## src/rtl/rom_loader_pkg.sv

```systemverilog
`default_nettype none
// ============================================================================
//  Module      : rom_loader_pkg
//  Description : Shared definitions for the SPI-flash to Wishbone ROM loader:
//                the flash read opcode, loader state encodings and the bit
//                counts used for the command and data phases.
//  Revision    : 1.0 - initial release
// ============================================================================
package rom_loader_pkg;

    // Serial-flash "read data" opcode, followed by a 24-bit byte address.
    localparam logic [7:0] SPI_CMD_READ = 8'h03;

    // Bit counts handed to the shifter for each SPI phase.
    localparam logic [5:0] CMD_BITS  = 6'd32;
    localparam logic [5:0] BYTE_BITS = 6'd8;

    typedef enum logic [2:0] {
        ST_IDLE = 3'd0,
        ST_CMD  = 3'd1,
        ST_DATA = 3'd2,
        ST_WB   = 3'd3,
        ST_FIN  = 3'd4
    } state_t;

endpackage : rom_loader_pkg
`default_nettype wire

```

## src/rtl/rom_loader_spi_shifter.sv

```systemverilog
`default_nettype none
// ============================================================================
//  Module      : spi_shifter
//  Description : SPI mode-0 bit engine. A one-cycle run_i pulse loads tx_i
//                and the bit count; SCK then toggles every CLK_DIV cycles.
//                MISO is sampled on each SCK rising edge and shifted in on
//                the following falling edge, which also advances MOSI.
//                fin_o pulses in the cycle the last falling edge is visible.
//  Ports       : clk, reset (async, active high)
//                run_i  - load/start pulse      bits_i - bits to transfer
//                tx_i   - transmit word (MSB first)
//                miso_i - serial input          sck_o/mosi_o - serial outputs
//                rx_o   - last 8 bits received  fin_o - completion pulse
//  Revision    : 1.0 - initial release
// ============================================================================
module spi_shifter #(
    parameter int CLK_DIV = 2
) (
    input  logic        clk,
    input  logic        reset,
    input  logic        run_i,
    input  logic [5:0]  bits_i,
    input  logic [31:0] tx_i,
    input  logic        miso_i,
    output logic        sck_o,
    output logic        mosi_o,
    output logic [7:0]  rx_o,
    output logic        fin_o
);
    localparam int              DIV_W    = (CLK_DIV > 1) ? $clog2(CLK_DIV) : 1;
    localparam logic [DIV_W-1:0] DIV_LAST = DIV_W'(CLK_DIV - 1);

    logic [31:0]      shift_q;
    logic [DIV_W-1:0] div_q;
    logic [5:0]       cnt_q;
    logic             active_q;
    logic             sck_q;
    logic             samp_q;
    logic             fin_q;

    always_ff @(posedge clk or posedge reset) begin
        if (reset) begin
            shift_q  <= '0;
            div_q    <= '0;
            cnt_q    <= '0;
            active_q <= 1'b0;
            sck_q    <= 1'b0;
            samp_q   <= 1'b0;
            fin_q    <= 1'b0;
        end else begin
            fin_q <= 1'b0;
            if (run_i) begin
                shift_q  <= tx_i;
                div_q    <= '0;
                cnt_q    <= bits_i;
                active_q <= 1'b1;
                sck_q    <= 1'b0;
            end else if (active_q) begin
                if (div_q == DIV_LAST) begin
                    div_q <= '0;
                    sck_q <= ~sck_q;
                    if (!sck_q) begin
                        samp_q <= miso_i;
                    end else begin
                        cnt_q <= cnt_q - 6'd1;
                        if (cnt_q == 6'd1) begin
                            // Last edge: clear the MOSI bit so the line idles
                            // low instead of echoing bits sampled from MISO.
                            shift_q  <= {1'b0, shift_q[29:0], samp_q};
                            active_q <= 1'b0;
                            fin_q    <= 1'b1;
                        end else begin
                            shift_q <= {shift_q[30:0], samp_q};
                        end
                    end
                end else begin
                    div_q <= div_q + 1'b1;
                end
            end
        end
    end

    assign sck_o  = sck_q;
    assign mosi_o = shift_q[31];
    assign rx_o   = shift_q[7:0];
    assign fin_o  = fin_q;

endmodule : spi_shifter
`default_nettype wire

```

## src/rtl/rom_loader.sv

```systemverilog
`default_nettype none
// ============================================================================
//  Module      : rom_loader
//  Description : Wishbone initiator that copies `length` bytes from SPI flash
//                (read command 0x03 at flash_base) to wb_base onward, one
//                byte-wide Wishbone write per byte. CS stays low across all
//                bytes so the flash streams sequential data.
//  Ports       : clk, reset (async, active high)
//                start, flash_base, wb_base, length - transfer request
//                busy, done                         - status
//                spi_cs_n, spi_sck, spi_mosi, spi_miso - SPI flash
//                wb_adr_o, wb_dat_o, wb_we_o, wb_sel_o, wb_stb_o, wb_cyc_o,
//                wb_ack_i                           - Wishbone initiator
//  Revision    : 1.0 - initial release
// ============================================================================
module rom_loader
    import rom_loader_pkg::*;
#(
    parameter int CLK_DIV = 2
) (
    input  logic        clk,
    input  logic        reset,
    input  logic        start,
    input  logic [0:23] flash_base,
    input  logic [0:23] wb_base,
    input  logic [0:23] length,
    output logic        busy,
    output logic        done,
    output logic        spi_cs_n,
    output logic        spi_sck,
    output logic        spi_mosi,
    input  logic        spi_miso,
    output logic [0:23] wb_adr_o,
    output logic [0:7]  wb_dat_o,
    output logic        wb_we_o,
    output logic [0:0]  wb_sel_o,
    output logic        wb_stb_o,
    output logic        wb_cyc_o,
    input  logic        wb_ack_i
);
    state_t      state_q;
    logic        cs_n_q;
    logic        busy_q;
    logic        done_q;
    logic        cyc_q;
    logic [23:0] adr_q;
    logic [7:0]  dat_q;
    logic [23:0] cur_adr_q;   // wb_base + offset of the next byte
    logic [23:0] remain_q;

    logic        spi_run_d;
    logic [5:0]  spi_bits_d;
    logic [31:0] spi_tx_d;
    logic        spi_fin;
    logic [7:0]  spi_rx;

    // The shifter is (re)started on the same edge the FSM enters CMD or DATA,
    // so its load must be decoded combinationally from the current state.
    // flash_base is captured into the shift register by that load.
    always_comb begin
        spi_run_d  = 1'b0;
        spi_bits_d = BYTE_BITS;
        spi_tx_d   = 32'h0;
        case (state_q)
            ST_IDLE: begin
                spi_run_d  = start && (length != 24'd0);
                spi_bits_d = CMD_BITS;
                spi_tx_d   = {SPI_CMD_READ, flash_base};
            end
            ST_CMD:  spi_run_d = spi_fin;
            ST_WB:   spi_run_d = wb_ack_i && (remain_q != 24'd1);
            default: spi_run_d = 1'b0;
        endcase
    end

    spi_shifter #(
        .CLK_DIV (CLK_DIV)
    ) u_shifter (
        .clk    (clk),
        .reset  (reset),
        .run_i  (spi_run_d),
        .bits_i (spi_bits_d),
        .tx_i   (spi_tx_d),
        .miso_i (spi_miso),
        .sck_o  (spi_sck),
        .mosi_o (spi_mosi),
        .rx_o   (spi_rx),
        .fin_o  (spi_fin)
    );

    always_ff @(posedge clk or posedge reset) begin
        if (reset) begin
            state_q   <= ST_IDLE;
            cs_n_q    <= 1'b1;
            busy_q    <= 1'b0;
            done_q    <= 1'b0;
            cyc_q     <= 1'b0;
            adr_q     <= '0;
            dat_q     <= '0;
            cur_adr_q <= '0;
            remain_q  <= '0;
        end else begin
            done_q <= 1'b0;
            case (state_q)
                ST_IDLE: begin
                    if (start) begin
                        if (length != 24'd0) begin
                            state_q   <= ST_CMD;
                            cs_n_q    <= 1'b0;
                            busy_q    <= 1'b1;
                            cur_adr_q <= wb_base;
                            remain_q  <= length;
                        end else begin
                            state_q <= ST_FIN;
                            done_q  <= 1'b1;
                        end
                    end
                end
                ST_CMD: begin
                    if (spi_fin) begin
                        state_q <= ST_DATA;
                    end
                end
                ST_DATA: begin
                    if (spi_fin) begin
                        state_q <= ST_WB;
                        cyc_q   <= 1'b1;
                        adr_q   <= cur_adr_q;
                        dat_q   <= spi_rx;
                    end
                end
                ST_WB: begin
                    if (wb_ack_i) begin
                        cyc_q     <= 1'b0;
                        cur_adr_q <= cur_adr_q + 24'd1;
                        remain_q  <= remain_q - 24'd1;
                        if (remain_q == 24'd1) begin
                            // Completion is signalled on the ack edge so done,
                            // CS release and busy drop share one cycle.
                            state_q <= ST_FIN;
                            cs_n_q  <= 1'b1;
                            busy_q  <= 1'b0;
                            done_q  <= 1'b1;
                        end else begin
                            state_q <= ST_DATA;
                        end
                    end
                end
                ST_FIN:  state_q <= ST_IDLE;
                default: state_q <= ST_IDLE;
            endcase
        end
    end

    assign busy     = busy_q;
    assign done     = done_q;
    assign spi_cs_n = cs_n_q;
    assign wb_adr_o = adr_q;
    assign wb_dat_o = dat_q;
    // Writes only: cyc, stb and we always move together.
    assign wb_cyc_o = cyc_q;
    assign wb_stb_o = cyc_q;
    assign wb_we_o  = cyc_q;
    assign wb_sel_o = 1'b1;

endmodule : rom_loader
`default_nettype wire

```

## config.mk

```make
export PLATFORM = sky130hd
export DESIGN_NAME = rom_loader
export DESIGN_NICKNAME = d
export VERILOG_FILES = /design/src/rtl/rom_loader_pkg.sv /design/src/rtl/rom_loader_spi_shifter.sv /design/src/rtl/rom_loader.sv
export SDC_FILE = /design/constraint.sdc
export NUM_CORES = 1
export LEC_CHECK = 0
export BUFFER_PORTS_ARGS = -buffer_cell sky130_fd_sc_hd__clkbuf_2
export CORE_AREA = 8 8 171 173
export DETAILED_ROUTE_END_ITERATION = 16
export DIE_AREA = 0 0 179 181
export GPL_TIMING_DRIVEN = 1
export PLACE_DENSITY_LB_ADDON = 0.15
export SLEW_MARGIN = 20
export SYNTH_ARGS = -nofsm -noshare
export SYNTH_HDL_FRONTEND = slang
export SYNTH_SLANG_ARGS = --single-unit
```

## constraint.sdc

```tcl
create_clock -name clk -period 4.2 [get_ports clk]
set_input_delay 0.21 -clock clk [delete_from_list [all_inputs] [get_ports clk]]
set_output_delay 0.21 -clock clk [all_outputs]
set_load 0.05 [all_outputs]
```

==> run metrics <==
status finished clean; Synth async-reset ratio 100%; FF+latch count, synth 130; synthesized area per cell 9.67 um^2; worst slack, placed 1.03 ns; sequential fraction of the synthesis area 49.8%; total clock sinks 130; die width 179 um; dpl hpwl 13600 um; Static Leak 3.58 nW; Util after Layout 31.0%; max cap viols 0; Inst Count DP 1095; Int Power 3.42 mW; reg2reg start remain_q[9]; Worst Path Arrival 3.48 ns; final hold viol count 0; critical path depth 5; slowest CP cell o41ai_1; DRC 0; Psw 2.38 mW; Core Box Area 26500 um^2; Initial DRC Count 329; DR vias/cell 4.83; CP required 4.51 ns; Final WS setup 1.03 ns; Critical Path Sink Type register; H-tree Lvls 4; Yosys warning total 0; Netlist Area Pre-Place 6530 um^2; Final min period 3.17 ns; relative max-transition margin 34.0%; worst reg-to-reg path cell count 5; post-CTS setup buffer count 0; router iterations before antenna repair 4; via count 5521; Port Buf Inserts 116; Power Total 5.79 mW; first-pass GRT wire length 31500 um; setup TNS 0 ns; top achievable clock speed 315 MHz; Final setup violation count 0; vias in the first global route 5778; # rows 60; crit start category register; Worst-Skew Late Latency 0.42 ns; Flop pwr share 38.7%; min-delay worst type in2reg; Tightest Pin Transition 0.982 ns; CTS tree done; Clk pwr share 25.6%; CP Cell Sequence or4_4, or4_4, o41ai_1, o21ai_4, a211oi_1; syn_nets 758; P&R area growth vs syn 25.9%; critical path class reg2reg; fin crit share 75.5%; routability cong. 0.753; gr ovfl total 0; Yosys cell types 56; Gate power share 35.7%; top_reg_cell synth dfrtp_1; initial core utilization 24.7%; Clock transition at path regs 0.06 ns; antenna viol nets, final 0; worst path bufs/invs 0; worst hold path depth 3; Die Y 181 um; clock root buffer clkbuf_16; Syn Inst Count 676; CP Launch Point remain_q[9]; CP endpoint u_shifter.cnt_q[1]; fraction of layout instances using a drive strength above 1 26.2%; antenna violations before repair 1; CP max stage delay 0.74 ns; NumNets Final 871; number of flops mapped to enable cells by yosys 0; crit-path leading delay family compound AO/OA/AOI/OAI gates; Clock Path Buffers 2; crit-path most repeated cell or4_4; total CTS buffers 17; RSZ-0062 raised after global routing no; Inserted Diodes 0; Total Routing Usage GR 12.2%; max-slew violations 0; sw frac 41.0%; final std cells w/o fill 1143; largest net degree at the start of global routing 69; Setup Skew 0.0112 ns; DR WL/cell 17.1 um; Post-Route WL 19600 um; Die Area 32400 um^2; Ports 118; PwrDens 704 nW/um^2; worst reg2reg setup slack 1.03 ns; crit path max fanout 38; maximum VDD drop 0.341 mV; reg2reg end u_shifter.cnt_q[1]
-- power groups by stage --
stage	combinational [mW]	clock [mW]	sequential (mW)
3_5_place_dp	2.09	0	2.27
6_report	2.07	1.48	2.24
5_1_grt	2.28	1.58	2.33
3_3_place_gp	2.09	0	2.27
4_1_cts	2.11	1.52	2.25
2_1_floorplan	1.11	0	2.64
-- worst register-to-register path, cell delays in order, from the launching register on --
cell      delay [ns]
dfrtp_1         0.42
or4_4           0.59
or4_4           0.58
o41ai_1         0.74
o21ai_4         0.44
a211oi_1        0.30
-- cell families (layout without fill, tap and decap cells) --
group,count (synthesis),in the layout,share of synthesized area [%]
compound gates,203,203,19.0
xor+xnor,7,7,0.938
fa+ha+maj,5,5,0.957
buf+inv,64,190,3.87
flops,130,130,49.8
mux,62,62,10.1
other cells,1,1,0.0574
simple gates,204,204,15.2
-- synthesized netlist by cell type (4+ instances only) --
library cell / n / area share (%)
or4_1: 6 / 0.69
inv_1: 14 / 0.80
or2_2: 5 / 0.48
a21o_1: 4 / 0.46
ha_1: 5 / 0.96
nand4_1: 13 / 1.2
a31oi_1: 4 / 0.38
o2bb2ai_1: 6 / 0.80
mux2i_1: 29 / 4.4
a2bb2oi_1: 12 / 1.6
xor2_1: 4 / 0.54
buf_1: 4 / 0.23
dfrtp_1: 129 / 49
nand3_1: 16 / 1.2
o21ai_0: 65 / 5.0
nand2_1: 67 / 3.8
clkbuf_1: 42 / 2.4
o41ai_1: 4 / 0.54
a21oi_1: 60 / 4.6
a22oi_1: 9 / 1.0
and3_1: 6 / 0.57
nand2b_1: 7 / 0.67
nor2_1: 43 / 2.5
mux2_2: 32 / 5.5
nor4_1: 12 / 1.1
nor3_1: 16 / 1.2
o22ai_1: 14 / 1.3
-- area by class of cell --
class | count | area [um^2]
fillers | 2810 | 18300
flip-flops and latches | 130 | 3250
multi-input cells | 482 | 3060
repair buffers | 144 | 843
clock buffers | 22 | 474
well taps | 341 | 427
clock inverters | 10 | 110
inverters | 14 | 57.6
-- placed cells by master, fill, tap and decap left out, drive strengths merged, types with 12 or more instances in the layout --
cell type	synthesis	final
a21oi	60	60
a2bb2oi	12	12
buf	8	12
clkbuf	42	138
dfrtp	129	129
dlygate4sd3	0	16
inv	14	14
mux2	33	33
mux2i	29	29
nand2	67	67
nand3	16	16
nand4	13	13
nor2	43	43
nor3	16	16
nor4	12	12
o21ai	66	66
o22ai	14	14
-- through the flow --
stage               instance area, um^2  hold slack (ns)
detailed placement                 7480            0.373
CTS                                8230          0.00202
global route                       8230          0.00900
finish                             8230           0.0146
floorplan                          6530            0.327
global placement                   7480            0.369
-- sequential cells by signal, summed over array words and instances (netlist names), 3 cells and up --
name / cells
u_shifter.shift_q: 32
cur_adr_q: 24
state_q: 3
wb_dat_o: 8
remain_q: 24
u_shifter.cnt_q: 6
wb_adr_o: 24
-- what timing repair did --
action | in CTS | in global routing
hold buffers | 16 | 0
hold endpoints to repair | 81 | 0
gates resized for setup | 0 | 0
-- routing by layer --
metal | up-vias | wire (um) | GRT usage [%]
li1 | 2699 | - | -
met1 | 2663 | 9430 | 16.6
met2 | 139 | 8650 | 18.3
met3 | 18 | 1270 | 3.61
met4 | 2 | 223 | 3.84
met5 | - | 16 | 0
-- worst min-delay path by stage --
stage                        start                     to  slack [ns]
detailed placement           reset            wb_dat_o[4]        0.37
global route              spi_miso       u_shifter.samp_q       0.009
finish               flash_base[9]  u_shifter.shift_q[14]        0.01
CTS                  flash_base[9]  u_shifter.shift_q[14]       0.002
floorplan           flash_base[23]   u_shifter.shift_q[0]        0.33
global placement             reset            wb_dat_o[3]        0.37
(Power assumes the default switching activity.)
